$ cat src/rtl/alu_share_arbiter.sv
// alu_share_arbiter: shares one combinational ALU (add/sub/and/xor/slt)
// between two requesters. Each operation is granted from IDLE, executes for
// one cycle (EXEC) on registered ALU inputs, and is returned on the owner's
// response channel (RESP) until that requester takes it.
//
// Ports:
//   clk, rst_n                 clock, async active-low reset
//   req{0,1}_valid/ready       request handshake (ready is combinational)
//   req{0,1}_op/a/b            opcode and operands
//   resp{0,1}_valid/ready      response handshake
//   resp{0,1}_data/err         result, illegal-opcode flag
//   alu_a, alu_b, alu_control  registered drive of the shared ALU
//   alu_result                 combinational ALU result
//   busy                       high whenever the FSM is not IDLE
module alu_share_arbiter #(
  parameter int unsigned WIDTH      = 32,
  parameter int unsigned FIXED_PRIO = 0
) (
  input  logic             clk,
  input  logic             rst_n,
  input  logic             req0_valid,
  output logic             req0_ready,
  input  logic [2:0]       req0_op,
  input  logic [WIDTH-1:0] req0_a,
  input  logic [WIDTH-1:0] req0_b,
  input  logic             req1_valid,
  output logic             req1_ready,
  input  logic [2:0]       req1_op,
  input  logic [WIDTH-1:0] req1_a,
  input  logic [WIDTH-1:0] req1_b,
  output logic             resp0_valid,
  input  logic             resp0_ready,
  output logic [WIDTH-1:0] resp0_data,
  output logic             resp0_err,
  output logic             resp1_valid,
  input  logic             resp1_ready,
  output logic [WIDTH-1:0] resp1_data,
  output logic             resp1_err,
  output logic [WIDTH-1:0] alu_a,
  output logic [WIDTH-1:0] alu_b,
  output logic [2:0]       alu_control,
  input  logic [WIDTH-1:0] alu_result,
  output logic             busy
);

  localparam logic [1:0] S_IDLE = 2'd0;
  localparam logic [1:0] S_EXEC = 2'd1;
  localparam logic [1:0] S_RESP = 2'd2;

  // Highest legal opcode (slt); anything above is illegal.
  localparam logic [2:0] OP_LAST = 3'b100;

  logic [1:0] state;
  logic [1:0] state_nxt;
  logic       owner;
  logic       last_grant;
  logic       grant0_c;
  logic       grant1_c;
  logic       resp_done_c;
  logic       op_illegal_c;

  // Grant decision: only meaningful in IDLE. Round-robin favours the
  // requester that did not win last time; fixed priority favours 0.
  always_comb begin
    grant0_c = 1'b0;
    grant1_c = 1'b0;
    if (state == S_IDLE) begin
      if (req0_valid && req1_valid) begin
        if ((FIXED_PRIO != 0) || last_grant) grant0_c = 1'b1;
        else                                 grant1_c = 1'b1;
      end else if (req0_valid) begin
        grant0_c = 1'b1;
      end else if (req1_valid) begin
        grant1_c = 1'b1;
      end
    end
  end

  assign req0_ready   = grant0_c;
  assign req1_ready   = grant1_c;
  assign busy         = (state != S_IDLE);
  assign op_illegal_c = (alu_control > OP_LAST);
  assign resp_done_c  = owner ? resp1_ready : resp0_ready;

  // State register.
  always_ff @(posedge clk or negedge rst_n) begin
    if (!rst_n) state <= S_IDLE;
    else        state <= state_nxt;
  end

  // Next-state logic.
  always_comb begin
    state_nxt = state;
    case (state)
      S_IDLE:  if (grant0_c || grant1_c) state_nxt = S_EXEC;
      S_EXEC:  state_nxt = S_RESP;
      S_RESP:  if (resp_done_c) state_nxt = S_IDLE;
      default: state_nxt = S_IDLE;
    endcase
  end

  // Datapath: latch the winner's operation on grant, capture the ALU result
  // at the end of EXEC, and hold the response until it is taken.
  always_ff @(posedge clk or negedge rst_n) begin
    if (!rst_n) begin
      owner       <= 1'b0;
      last_grant  <= 1'b1;
      alu_a       <= '0;
      alu_b       <= '0;
      alu_control <= 3'b000;
      resp0_valid <= 1'b0;
      resp0_data  <= '0;
      resp0_err   <= 1'b0;
      resp1_valid <= 1'b0;
      resp1_data  <= '0;
      resp1_err   <= 1'b0;
    end else begin
      case (state)
        S_IDLE: begin
          if (grant0_c || grant1_c) begin
            alu_a       <= grant1_c ? req1_a  : req0_a;
            alu_b       <= grant1_c ? req1_b  : req0_b;
            alu_control <= grant1_c ? req1_op : req0_op;
            owner       <= grant1_c;
            last_grant  <= grant1_c;
          end
        end
        S_EXEC: begin
          if (!owner) begin
            resp0_valid <= 1'b1;
            resp0_data  <= op_illegal_c ? '0 : alu_result;
            resp0_err   <= op_illegal_c;
          end else begin
            resp1_valid <= 1'b1;
            resp1_data  <= op_illegal_c ? '0 : alu_result;
            resp1_err   <= op_illegal_c;
          end
        end
        S_RESP: begin
          if (!owner && resp0_ready) resp0_valid <= 1'b0;
          if (owner && resp1_ready)  resp1_valid <= 1'b0;
        end
        default: ;
      endcase
    end
  end

endmodule
$ cat config.mk
export PLATFORM = sky130hd
export DESIGN_NAME = alu_share_arbiter
export DESIGN_NICKNAME = d
export VERILOG_FILES = /design/src/rtl/alu_share_arbiter.sv
export SDC_FILE = /design/constraint.sdc
export NUM_CORES = 1
export LEC_CHECK = 0
export CAP_MARGIN = 10
export CORE_MARGIN = 2
export CORE_UTILIZATION = 39
export DETAILED_ROUTE_END_ITERATION = 12
export PLACE_DENSITY = 0.81
export RECOVER_POWER = 50
export SYNTH_ARGS = -nofsm -noshare
export SYNTH_HDL_FRONTEND = slang
export SYNTH_SLANG_ARGS = --single-unit
$ cat constraint.sdc
create_clock -name clk -period 1.85 [get_ports clk]
set_input_delay 0.4625 -clock clk [delete_from_list [all_inputs] [get_ports clk]]
set_output_delay 0.4625 -clock clk [all_outputs]
set_load 0.02 [all_outputs]
[Yosys cells after proc, flatten, opt, wreduce, memory -nomap -nowiden]
Index checks and enable logic that the tools add are counted.
Storage, ports and cells
  register bits: 139
  input bits: 172
  output and inout bits: 138
  word-level logic and storage cells: 59
Cells by class
  order comparisons: 1
  equality and inequality tests: 8
  mux-type cells: 23
  bitwise operators: 1
  reduce and logical (&&, ||, !) cells: 14
Operators by type and width (number)
  two-way mux 32 bit: 3
  two-way mux 1 bit: 14
  inequality test 2 bit (second input constant): 5
  AND reduction 2 bit: 4
  case mux 2 bit (3 select lines): 1
  AND reduction 3 bit: 2
  two-way mux 2 bit: 2
  case mux 1 bit (2 select lines): 2
  nonzero test 2 bit: 2
  greater-than comparator 3 bit (second input constant): 1
  logical AND 1 bit: 3
  two-way mux 3 bit: 1
  equality test 2 x 1 -> 1 bit (second input constant): 1
  equality test 2 bit (second input constant): 1
  logical NOT 2 bit: 1
  inequality test 2 x 1 -> 1 bit (second input constant): 1
  logical NOT 1 bit: 1
  logical OR 1 bit: 1
  inverter 1 bit: 1

[Depth between registers and ports, before layout]
Gate-level depths: netlist (run 1).
  depth after elaboration: 7
  depth in mapped cells: 7
  depth with buffers taken out: 5

[Least setup slack after synthesis (run 1)]
Ideal clock, no wire load.
  path kind: register to output
  from: reg state[0]
  to: out req0_ready
  arrival time: 1.198 ns
  required time: 1.387 ns
  slack: 0.189 ns
  cell stages (with the launch flop): 6
  path buffers: 1
  cell sequence: dfrtp_1 -> inv_1 -> ha_1 -> nand2_1 -> a21oi_2 -> buf_2
Between the ends
  word-level cells in the longest chain between the ends: 2
Ends and longest elaborated chain
  from (decl): line 53  | logic [1:0] state;
  from (signal assigned): line 88  | else state <= state_nxt;
  logical NOT 2 bit: line 67  | if (state == S_IDLE) begin
  two-way mux 1 bit: line 67
  to (decl): line 22  | output logic req0_ready,
No other way between the ends.

[Worst setup path after layout (run 1)]
  from: reg state[0]
  to: out req1_ready
Between the ends
  word-level cells in the longest chain between the ends: 2
Ends and longest elaborated chain
  logical NOT 2 bit: line 67
  two-way mux 1 bit: line 67
  to (decl): line 27  | output logic req1_ready,
No other way between the ends.

==> flow_metrics.py, run 1 <==
metrics = {
    "status": {
        "status": "complete, but fails checks",
        "violations": "negative setup slack",
    },
    "sta": {
        "slew_headroom_pct": 23.7,
        "post-route-period-util_pct": 102,
        "holdWs_ns": 0.477,
        "worst_slew_pin_slew_ns": 1.14,
        "period_minus_slack_ns": 1.89,
        "setup_viol": 2,
        "layout_setup_ws_ns": -0.0423,
        "maxSlewViolCount": 0,
        "clock.fmax_ghz": 0.528,
        "rsz0062_at_grt": "yes",
        "skew_ns": 0.0133,
        "hold_viol_final": 0,
    },
    "detailed_routing": {
        "avgViaCountPerCell": 5.25,
        "firstDrtPassIters": 4,
        "drc": 0,
        "wirelength_um": 19100,
        "ant_nets": 0,
        "wl_per_cell_um": 18.7,
        "vias": 5345,
        "drt_iter0_markers": 284,
    },
    "clock_network": {
        "htree_num_levels": 4,
        "cts.sinks": 139,
        "clk_path_buf_depth": 2,
        "clk_latency_ns": 0.42,
        "tritoncts": "yes",
        "cts-buffers-inserted": 17,
        "clk_pin_slew_ns": 0.06,
        "clockRootBuffer": "clkbuf_16",
    },
    "logic_synthesis": {
        "yosysTopAreaCell": "dfrtp_1",
        "syn_area_mm2": 0.00569,
        "yosysWarnings": 0,
        "syn_inst": 507,
        "synth_fp_nets": 683,
        "ys_types": 23,
        "yosys-top-cells-area": "dfrtp_1 61%, a221o_1 12%, nand2_1 6.9%",
        "synthTopCellsByCount": "138 x dfrtp_1, 105 x nand2_1, 68 x o21ai_0",
        "synth_top_area_share_pct": 60.7,
        "synth-main-ff-cell": "dfrtp_1",
        "synth_edf_count": 0,
        "synth_async_sr_flop_share_pct": 100,
        "seq_area_frac_synth_pct": 61.2,
        "avgSynthCellArea_um2": 11.2,
        "synth_seq_cells": 139,
        "synthMostInstantiatedCell": "dfrtp_1",
    },
    "critical_path": {
        "reg2reg_depth": 7,
        "cp_max_fo": 3,
        "startpoint": "state[0]",
        "r2r-end": "alu_b[25]",
        "cp.required_ns": 1.39,
        "arrival_ns": 1.43,
        "path_class": "register to output pin",
        "crit_end": "req1_ready",
        "r2r_slack_ns": 0.08,
        "end_kind": "output pin",
        "cp-start-kind": "register",
        "r2r_start": "state[0]",
    },
    "die": {
        "dieHeight_um": 125,
        "initial_core_util_pct": 39.6,
        "fp.dieW_um": 125,
        "rows": 44,
        "core_mm2": 0.0144,
        "ios": 310,
        "dieArea_mm2": 0.0156,
    },
    "pwr": {
        "p_leak_nw": 4.88,
        "vdd_ir_drop_max_uv": 791,
        "intPower_w": 0.00988,
        "p_comb_share_pct": 49.5,
        "p_clk_share_pct": 18.7,
        "power_frac_seq_pct": 31.8,
        "switching_share_pct": 40.5,
        "powerDensity_mw_per_mm2": 1720,
        "p_sw_w": 0.00674,
    },
    "global_route": {
        "grt_util_all_layers_pct": 24.2,
        "grt_pass1_wl_um": 29700,
        "grt_max_degree": 69,
        "antenna_found_initial": 1,
        "overflow": 0,
        "grt_pass1_vias": 5524,
    },
    "run": {
        "drv_cap": 0,
    },
    "place": {
        "gp_congestion": 0.858,
        "dp_hpwl_um": 13500,
        "pre_cts_ws_ns": -0.454,
        "place_inst": 982,
        "port_buffers": 309,
        "dpl_cell_area_mm2": 0.00906,
    },
    "final_layout": {
        "post-route-util_pct": 67.3,
        "final_nets": 997,
        "area_delta_synth_final_pct": 70.0,
        "fin_area_mm2": 0.00967,
        "drive_gt1_share_pct": 8.99,
        "stdcell_count": 1019,
    },
    "min_path": {
        "min_path_cells": 2,
        "hp-class": "register to register",
    },
}
## power groups by stage
stage / sequential [W] / clock, W / combinational, W
after floorplan: 0.00690 / 0 / 0.00293
after global routing: 0.00545 / 0.00331 / 0.00884
after detailed placement: 0.00532 / 0 / 0.00885
after global placement: 0.00528 / 0 / 0.00858
after CTS: 0.00530 / 0.00318 / 0.00827
final: 0.00529 / 0.00311 / 0.00823
## cell usage in the layout (no fill, tap or decap), drive strengths merged, types with 4 or more instances in the layout
cell type / netlist / layout
ha: 4 / 4
o21ai: 70 / 70
dlygate4sd2: 0 / 94
a221o: 67 / 67
dlymetal6s2s: 0 / 39
and2: 67 / 67
inv: 4 / 8
clkinv: 0 / 6
a21oi: 4 / 4
clkdlybuf4s50: 0 / 172
buf: 26 / 27
clkbuf: 12 / 20
nand2: 105 / 105
dfrtp: 138 / 138
## cell families (layout without fill, tap and decap cells)
logic type      Yosys count  in the layout  synth area share, %
flops                   139            139                 61.2
compound gates          143            143                 18.8
mux                       2              2                0.396
buf+inv                  42            369                 3.90
simple gates            177            177                 14.8
other cells               0              1                    0
fa+ha+maj                 4              4                0.880
## worst max-delay path, cell delays in order, from the launching register on
cell	delay (ns)
dfrtp_1	0.40
inv_2	0.09
ha_4	0.18
nand2_4	0.06
a21oi_4	0.14
buf_6	0.14
## final cells by class
type,count,area [µm²]
Multi-Input combinational cell,326,2050
Sequential cell,139,3480
Tap cell,184,230
Clock buffer,20,457
Antenna cell,1,2.50
Fill cell,1099,4700
Timing Repair Buffer,333,3340
Inverter,4,17.5
Clock inverter,12,87.6
## sequential cells by signal, indices dropped and copies added, names as in the netlist, 2 cells and up
register,cells
alu_a,32
alu_b,32
resp0_data,32
resp1_data,32
alu_control,3
state,2
## what timing repair did
| action | in CTS | in global routing |
|---|---|---|
| buffers inserted | 1 | 2 |
| endpoints found under the setup margin | 165 | 110 |
| hold buffers | 1 | 0 |
| pin swaps | 1 | 1 |
| endpoints found under the hold margin | 16 | 0 |
| resized for setup | 120 | 46 |
## how the worst min path moves through the flow
stage	startpoint	to
2_1_floorplan	rst_n	alu_a[0]
3_3_place_gp	rst_n	alu_a[20]
3_5_place_dp	rst_n	alu_a[20]
4_1_cts	resp0_err	resp0_err
5_1_grt	resp0_data[21]	resp0_data[21]
6_report	resp1_data[26]	resp1_data[26]
## routing by layer
layer / up-vias / global-route usage (%) / part of all wire (%) / wire [µm]
li1: 2426 / - / - / -
met1: 2633 / 28.3 / 39 / 7420
met2: 257 / 41.5 / 50 / 9620
met3: 29 / 7.95 / 8.5 / 1630
met4: 0 / 8.59 / 2.2 / 417
met5: - / 0 / 0 / 0
## stage by stage
step | power [W] | setup TNS (ns)
2_1_floorplan | 0.00982 | 0
3_3_place_gp | 0.0139 | -18.77
3_5_place_dp | 0.0142 | -21.47
4_1_cts | 0.0167 | -0.0458
5_1_grt | 0.0176 | -0.218
6_report | 0.0166 | -0.0737
Power figures use the tool's default switching activity.
==> inputs of run 2 (changes only) <==
- RECOVER_POWER: 50 -> not set
==> run 2 against run 1 <==
The flow still finishes with violations (negative setup slack). Register-to-register slack about the same. Critical path type is now input port to output pin. Largest power group unchanged. Sequential power about the same. Sequential share of layout area about the same. Final area is essentially flat. Highest routed layer unchanged. Largest cell class unchanged.
==> flow_metrics.py, run 2 (synthesis gave the netlist of run 1 again) <==
metrics = {
    "status": {
        "status": "complete, but fails checks",
        "violations": "negative setup slack",
    },
    "final_layout": {
        "area_delta_synth_final_pct": 70.1,
        "nFillCells": 1097,
        "multi_input_area_mm2": 0.00205,
        "drive_gt1_share_pct": 8.99,
        "final-seq-area_mm2": 0.00348,
        "stdcell_count": 1019,
        "final_cell_mix": "172 x clkdlybuf4s50_1, 138 x dfrtp_1, 102 x nand2_1, 94 x dlygate4sd2_1, 68 x o21ai_0",
        "final_nets": 997,
        "mostFrequentLayoutCell": "clkdlybuf4s50_1",
    },
    "pwr": {
        "p_sw_w": 0.00673,
        "power_frac_seq_pct": 31.8,
        "p_comb_share_pct": 49.5,
        "p_clk_share_pct": 18.7,
        "intPower_w": 0.00988,
        "powerDensity_mw_per_mm2": 1720,
        "p_leak_nw": 4.88,
        "vdd_ir_drop_max_uv": 791,
        "switching_share_pct": 40.5,
    },
    "detailed_routing": {
        "drc": 0,
        "firstDrtPassIters": 6,
        "wl_per_cell_um": 18.7,
        "ant_nets": 0,
        "avgViaCountPerCell": 5.22,
        "drt_iter0_markers": 288,
        "vias": 5323,
        "wirelength_um": 19100,
    },
    "place": {
        "gp_congestion": 0.858,
        "dp_hpwl_um": 13500,
        "port_buffers": 309,
        "place_inst": 982,
    },
    "sta": {
        "worst_slew_pin_slew_ns": 0.559,
        "clock.fmax_ghz": 0.528,
        "rsz0062_at_grt": "yes",
        "skew_ns": 0.0129,
        "slew_headroom_pct": 62.8,
        "holdWs_ns": 0.478,
        "post-route-period-util_pct": 102,
        "maxSlewViolCount": 0,
        "period_minus_slack_ns": 1.89,
        "setup_viol": 2,
        "hold_viol_final": 0,
        "layout_setup_ws_ns": -0.0450,
    },
    "critical_path": {
        "cp_slowest_cell": "clkdlybuf4s50_1",
        "r2r_start": "state[0]",
        "r2r-end": "alu_b[25]",
        "path_class": "input port to output pin",
        "end_kind": "output pin",
        "r2r_slack_ns": 0.08,
        "cp-start-kind": "input port",
        "arrival_ns": 1.43,
        "cp_max_fo": 3,
        "worstPathCellList": "clkdlybuf4s50_1, buf_4, a21oi_4, buf_6",
        "reg2reg_depth": 7,
        "cp.required_ns": 1.39,
        "critPathMaxStageDelay_ns": 0.48,
    },
    "min_path": {
        "hp-start": "resp1_data[26]",
        "min_path_cells": 2,
        "min_to": "resp1_data[26]",
        "hp-class": "register to register",
    },
    "global_route": {
        "grt_max_degree": 69,
        "grt_pass1_vias": 5524,
        "antenna_found_initial": 1,
        "overflow": 0,
        "grt_pass1_wl_um": 29700,
        "grt_util_all_layers_pct": 24.2,
    },
    "clock_network": {
        "htree_num_levels": 4,
        "clk_path_buf_depth": 2,
        "clk_pin_slew_ns": 0.06,
        "cts.sinks": 139,
        "tritoncts": "yes",
        "cts-buffers-inserted": 17,
        "clk_latency_ns": 0.42,
        "clockRootBuffer": "clkbuf_16",
    },
    "die": {
        "ios": 310,
        "initial_core_util_pct": 39.6,
        "rows": 44,
        "dieArea_mm2": 0.0156,
        "core_mm2": 0.0144,
        "fp.dieW_um": 125,
        "dieHeight_um": 125,
    },
    "run": {
        "drv_cap": 0,
    },
}
-- run 2: repair_timing --
| item | in CTS | in global routing |
|---|---|---|
| hold buffers | 1 | 0 |
| resized for setup | 120 | 46 |
| gates cloned | 0 | 0 |
| pin swaps | 1 | 1 |
| buffers inserted | 1 | 2 |
| setup endpoints to repair | 165 | 110 |
| endpoints found under the hold margin | 16 | 0 |
-- run 2: critical path: cells and delay by family --
family | cells | cell delay, ns
buffers and inverters | 3 | 0.82
AOI/OAI and AO/OA | 1 | 0.14
-- run 2: worst max-delay path by stage --
stage	startpoint	endpoint	slack (ns)
global placement	req0_valid	req0_ready	-0.46
CTS	state[0]	req0_ready	-0.04
global route	state[0]	req1_ready	-0.09
finish	req0_valid	req1_ready	-0.04
floorplan	state[0]	req0_ready	0.19
detailed placement	req0_valid	req0_ready	-0.45
-- run 2: power by group through the flow --
stage                     clock network [W]  registers, W  logic (W)
after global routing                0.00331       0.00545    0.00884
after floorplan                           0       0.00690    0.00293
final                               0.00311       0.00529    0.00822
after global placement                    0       0.00528    0.00858
after CTS                           0.00318       0.00530    0.00827
after detailed placement                  0       0.00532    0.00885
-- run 2: area by class of cell --
cell class	instances	area share [%]
flip-flops and latches	139	36.0
multi-input cells	326	21.2
inverters	4	0.181
well taps	184	2.38
clock inverters	12	0.906
clock buffers	20	4.72
diodes	1	0.0259
repair buffers	333	34.6
-- run 2: metrics by stage --
stage / utilization [%] / total power [W] / setup TNS [ns] / cell area (µm²) / setup WS (ns)
after floorplan: - / 0.00982 / 0 / 5690 / 0.189
after global placement: 63.1 / 0.0139 / -18.77 / 9060 / -0.461
after detailed placement: 63.1 / 0.0142 / -21.47 / 9060 / -0.454
after CTS: 66.3 / 0.0167 / -0.0458 / 9530 / -0.0390
after global routing: 67.3 / 0.0176 / -0.218 / 9670 / -0.0943
final: 67.3 / 0.0166 / -0.0758 / 9670 / -0.0450
-- run 2: metal layers --
layer,GRT usage (%),vias to the layer above,share of wire [%]
met2,41.5,256,50
li1,-,2428,-
met1,28.3,2608,39
met4,8.59,0,2.2
met3,7.95,31,8.4
met5,0,-,0
